[src/rtl/grade_evaluator.sv]
// Collects NUM_SECT section grades, classifies the student total and hands the
// result out over valid/ready, with saturating statistics for delivered results.
module grade_evaluator #(
    parameter int GRADE_W      = 8,
    parameter int NUM_SECT     = 4,
    parameter int PASS_THRESH  = 100,
    parameter int AWARD_THRESH = 200,
    parameter int MIN_SECT     = 0,
    parameter int CNT_W        = 16,
    localparam int SUM_W = (NUM_SECT > 1) ? GRADE_W + $clog2(NUM_SECT) : GRADE_W + 1
) (
    input  logic               clk,
    input  logic               rst,
    input  logic               in_valid,
    output logic               in_ready,
    input  logic [GRADE_W-1:0] in_grade,
    output logic               out_valid,
    input  logic               out_ready,
    output logic [SUM_W-1:0]   out_total,
    output logic               failed,
    output logic               passed,
    output logic               award_scholarship,
    input  logic               stat_clear,
    output logic [CNT_W-1:0]   stat_students,
    output logic [CNT_W-1:0]   stat_passed,
    output logic [CNT_W-1:0]   stat_awards
);

    // state  | meaning
    // IDLE   | waiting for the first grade of a student
    // ACCUM  | summing the remaining grades
    // RESULT | classified result presented, waiting for out_ready

    localparam int CW = $clog2(NUM_SECT + 1);

    typedef enum logic [1:0] {IDLE, ACCUM, RESULT} state_t;

    state_t            state, state_next;
    logic [CW-1:0]     sect_cnt;
    logic [SUM_W-1:0]  acc;
    logic              low_flag;

    logic              grade_xfer;
    logic              out_xfer;
    logic              last_grade;
    logic [SUM_W-1:0]  acc_next;
    logic              low_next;
    logic              fail_next;
    logic              award_next;

    assign grade_xfer = in_valid & in_ready;
    assign out_xfer   = out_valid & out_ready;
    // sect_cnt is zero in IDLE, so one compare covers NUM_SECT = 1 as well
    assign last_grade = (sect_cnt == CW'(NUM_SECT - 1));
    assign acc_next   = acc + SUM_W'(in_grade);
    assign low_next   = low_flag | (int'(in_grade) < MIN_SECT);
    assign fail_next  = (int'(acc_next) < PASS_THRESH) | low_next;
    assign award_next = ~fail_next & (int'(acc_next) >= AWARD_THRESH);

    always_ff @(posedge clk or posedge rst) begin
        if (rst) begin
            state <= IDLE;
        end else begin
            state <= state_next;
        end
    end

    always_comb begin
        state_next = state;
        case (state)
            IDLE, ACCUM: begin
                if (grade_xfer) begin
                    state_next = last_grade ? RESULT : ACCUM;
                end
            end
            RESULT: begin
                if (out_ready) begin
                    state_next = IDLE;
                end
            end
            default: state_next = IDLE;
        endcase
    end

    always_comb begin
        in_ready  = 1'b0;
        out_valid = 1'b0;
        case (state)
            IDLE, ACCUM: in_ready  = 1'b1;
            RESULT:      out_valid = 1'b1;
            default: begin
                in_ready  = 1'b0;
                out_valid = 1'b0;
            end
        endcase
    end

    always_ff @(posedge clk or posedge rst) begin
        if (rst) begin
            sect_cnt <= '0;
            acc      <= '0;
            low_flag <= 1'b0;
        end else if (out_xfer) begin
            sect_cnt <= '0;
            acc      <= '0;
            low_flag <= 1'b0;
        end else if (grade_xfer) begin
            sect_cnt <= sect_cnt + CW'(1);
            acc      <= acc_next;
            low_flag <= low_next;
        end
    end

    // result registers hold after the handshake; out_valid qualifies them
    always_ff @(posedge clk or posedge rst) begin
        if (rst) begin
            out_total         <= '0;
            failed            <= 1'b0;
            passed            <= 1'b0;
            award_scholarship <= 1'b0;
        end else if (grade_xfer && last_grade) begin
            out_total         <= acc_next;
            failed            <= fail_next;
            passed            <= ~fail_next;
            award_scholarship <= award_next;
        end
    end

    always_ff @(posedge clk or posedge rst) begin
        if (rst) begin
            stat_students <= '0;
            stat_passed   <= '0;
            stat_awards   <= '0;
        end else if (stat_clear) begin
            stat_students <= '0;
            stat_passed   <= '0;
            stat_awards   <= '0;
        end else if (out_xfer) begin
            if (stat_students != '1) begin
                stat_students <= stat_students + CNT_W'(1);
            end
            if (passed && stat_passed != '1) begin
                stat_passed <= stat_passed + CNT_W'(1);
            end
            if (award_scholarship && stat_awards != '1) begin
                stat_awards <= stat_awards + CNT_W'(1);
            end
        end
    end

endmodule

[config.mk]
export PLATFORM = sky130hd
export DESIGN_NAME = grade_evaluator
export DESIGN_NICKNAME = d
export VERILOG_FILES = /design/src/rtl/grade_evaluator.sv
export SDC_FILE = /design/constraint.sdc
export NUM_CORES = 1
export LEC_CHECK = 0
export ABC_AREA = 1
export BUFFER_PORTS_ARGS = -buffer_cell sky130_fd_sc_hd__clkbuf_2
export CAP_MARGIN = 20
export CORE_ASPECT_RATIO = 1.5
export CORE_MARGIN = 4
export CORE_UTILIZATION = 40
export CTS_CLUSTER_SIZE = 25
export DETAILED_ROUTE_END_ITERATION = 7
export SLEW_MARGIN = 20
export SYNTH_ARGS = -nofsm -noshare
export SYNTH_HDL_FRONTEND = slang
export SYNTH_SLANG_ARGS = --single-unit
[constraint.sdc]
create_clock -name clk -period 2.7 [get_ports clk]
set_input_delay 0.27 -clock clk [delete_from_list [all_inputs] [get_ports clk]]
set_output_delay 0.27 -clock clk [all_outputs]
set_load 0.05 [all_outputs]
==> key figures <==
Detailed routing
  – Via/cell ratio: 4.993
  – DR DRC count: 0
  – DR WL/cell: 14.02 µm
  – Routed WL: 11230 µm
  – Vias after detailed routing: 3999
  – 1st-iter DRT viols: 195
  – 1st-pass router iterations: 6
  – Routed Antenna Nets: 0

Synthesis
  – Post-synth top area cell: dfrtp_1
  – Post-synthesis cell count: 572
  – Dominant synthesized flop cell: dfrtp_1
  – Asr flop ratio synth: 1.000
  – Synthesized area: 0.004417 mm²
  – Yosys reg bits: 76
  – Post-synth EDFFs: 0
  – Post-synth top area share: 0.4306
  – Syn avg cell area: 7.722 µm²
  – Top-count cell post-synth: nand2_1
  – Yosys cell types: 39
  – Sequential area share after synthesis: 0.4306
  – Synth Warn #: 0
  – Synth area leaders: dfrtp_1, nand2_1, inv_1
  – Post-Syn Nets: 599
  – Top post-synthesis cells by count: nand2_1, dfrtp_1, inv_1

Critical path
  – Critical-path cell list: ha_1, nand3_1, nor3_2, nand3_1, nand2_1, nand2_2, nand3_1, nand2_1, nand2_1, nor2_1
  – Worst setup SP type: flop
  – R2R Path End: stat_passed[12]$_DFFE_PP0P_
  – Critical-path top delay cell: dfrtp_1
  – Flop2flop setup slack: 650 ps
  – Crit path largest cell delay: 400 ps
  – Depth of the worst register-to-register path: 10
  – Worst Path Required: 2920 ps
  – CP arrival: 2270 ps
  – Max FO, Critical Path: 12
  – Reg2Reg Launch Point: stat_passed[0]$_DFFE_PP0P_
  – CP endpoint kind: flop
  – WS Path Type: reg2reg

Place
  – Port bufs: 75
  – GPL Wtd Cong: 0.9562
  – HPWL after detailed placement: 8516 µm
  – Placed insts: 785
  – Pre-CTS setup slack: 614.9 ps
  – Placed cell area: 0.004937 mm²

Layout
  – Multi-input gate area: 0.002156 mm²
  – Layout cell share with drive strength beyond 1: 0.1948
  – # diodes: 0
  – Post-route non-filler standard cell count: 801
  – Synth-to-layout area growth: 17.88%
  – Reg area: 0.001902 mm²
  – Fin area: 0.005206 mm²
  – Nets: 679
  – Fillers: 1073

Floorplan
  – Die height: 136.7 µm
  – Row cnt: 46
  – Core Region: 0.01071 mm²
  – Initial Util: 0.4126
  – Chip width: 93.80 µm
  – Die ar.: 0.01282 mm²
  – I/O pins: 76

Clock tree
  – Post-CTS setup buffer count: 0
  – CTS tree: done
  – Root buf cell: clkbuf_16
  – Clk buf depth: 2
  – Num CTS Buffers: 9
  – Worst-Skew Late Latency: 330 ps
  – H-tree Lvls: 3
  – Resized Gates After CTS: 0
  – CTS sink count: 76
  – Hold buffer count at CTS: 0
  – Worst-path clk slew: 60 ps

Power and ir drop
  – Power per cell area: 786.3 mW/mm²
  – Total leakage power: 2.584 nW
  – Internal Power: 0.002408 W
  – Switching Power: 0.001686 W
  – Clk network pwr share: 0.266
  – Gate power share: 0.375
  – Switching Share: 0.4119
  – Seq pwr share: 0.358
  – VDD IR max: 0.5344 mV

Timing
  – Final Worst Setup Slack: 648.2 ps
  – Final Hold Viols: 0
  – Slew @ Worst Pin: 814.5 ps
  – Fin crit share: 0.7599
  – Final setup viols: 0
  – FMAX: 487.4 MHz
  – Min Clock Period, post-route: 2052 ps
  – RSZ-0062 raised after global routing: no
  – Final setup TNS: 0 ps
  – Clk_skew: 5.233 ps
  – Max-slew headroom: 0.4557
  – Max Slew Vio Count: 0

Outcome
  – Outcome: finished clean

Global route
  – Vias in the first global route: 4038
  – Largest net degree at the start of global routing: 43
  – GRT Overall Usage: 0.1846
  – Initial antenna violation count: 0
  – Total gr overflow: 0
  – First-pass GRT wire length: 18900 µm

Hold path
  – Worst Hold Class: in2async

Flow run
  – Maxcap violations: 0
layer usage:
layer | up-vias | track usage | part of all wire
li1 | 2014 | - | -
met1 | 1866 | 0.2031 | 0.40
met2 | 96 | 0.3386 | 0.53
met3 | 23 | 0.03300 | 0.041
met4 | 0 | 0.08594 | 0.030
met5 | - | 0 | 0
layout by cell type (no fill, tap or decap), types with 2 or more instances in the layout:
cell type and n:
clkbuf_2 75, xnor2_1 5, o21ai_1 10, inv_1 68, o21ai_0 24, xor2_1 18, nor2_2 6, a21oi_1 12
nor2_1 57, buf_4 5, nand3_1 49, nor3_2 6, clkinv_2 7, clkbuf_16 9, nor3_1 15, nand2_2 6
clkinv_1 2, dfrtp_1 76, o31ai_1 9, nand3b_1 2, inv_2 5, nand2_4 2, nor3b_1 3, a21oi_2 2
o22ai_1 4, o21bai_1 2, nand2_1 143, nand4_1 10, nand3_2 2, ha_1 13
how the worst max path moves through the flow:
stage / to / start
after floorplan: acc[0]$_DFFE_PP0P_ / rst
after global placement: stat_passed[12]$_DFFE_PP0P_ / stat_passed[0]$_DFFE_PP0P_
after detailed placement: stat_passed[12]$_DFFE_PP0P_ / stat_passed[0]$_DFFE_PP0P_
after CTS: stat_passed[12]$_DFFE_PP0P_ / stat_passed[0]$_DFFE_PP0P_
after global routing: stat_passed[14]$_DFFE_PP0P_ / stat_passed[0]$_DFFE_PP0P_
final: stat_passed[12]$_DFFE_PP0P_ / stat_passed[0]$_DFFE_PP0P_
cell type report:
| cell class | count | area share |
|---|---|---|
| Multi-Input combinational cell | 409 | 0.4141 |
| Sequential cell | 76 | 0.3653 |
| Timing Repair Buffer | 80 | 0.07931 |
| Inverter | 76 | 0.05503 |
| Clock buffer | 10 | 0.04590 |
| Tap cell | 144 | 0.03461 |
| Clock inverter | 6 | 0.005768 |
logic make-up (layout without fill, tap and decap cells):
group                      after synthesis  after routing  synth area share
and+or+nand+nor                        305            305            0.3133
buffers and inverters                   87            172           0.08130
DFF                                     76             76            0.4306
AOI/OAI and AO/OA                       67             67           0.08782
xor gates and xnor gates                23             23           0.04561
adders and majority gates               14             14           0.04136
worst max-delay path, delay by kind of cell, from the launching register on:
family / cells / cell delay, ps
AND/OR/NAND/NOR: 9 / 1340
adder cells (fa/ha/maj): 1 / 210
flip-flops: 1 / 400
registers in the layout, indices dropped and copies added, names as in the netlist:
name / flops
stat_awards: 16
out_total: 10
failed: 1
award_scholarship: 1
state: 2
sect_cnt: 3
acc: 10
stat_students: 16
stat_passed: 16
passed: 1
stage by stage:
step	utilization	power, W	hold slack, ps
3_3_place_gp	0.4612	0.003001	383.0
6_report	0.4863	0.004094	22.36
4_1_cts	0.4863	0.004142	35.68
5_1_grt	0.4863	0.004398	82.74
2_1_floorplan	-	0.002623	363.5
3_5_place_dp	0.4612	0.003028	393.0
power by group through the flow:
stage / clock (W) / sequential, W / combinational, W
CTS: 0.00113 / 0.00147 / 0.00155
global placement: 0 / 0.00148 / 0.00152
detailed placement: 0 / 0.00149 / 0.00154
global route: 0.00117 / 0.00149 / 0.00174
finish: 0.00109 / 0.00147 / 0.00154
floorplan: 0 / 0.00176 / 0.000858
No activity file was read; power rests on OpenSTA's default activity.
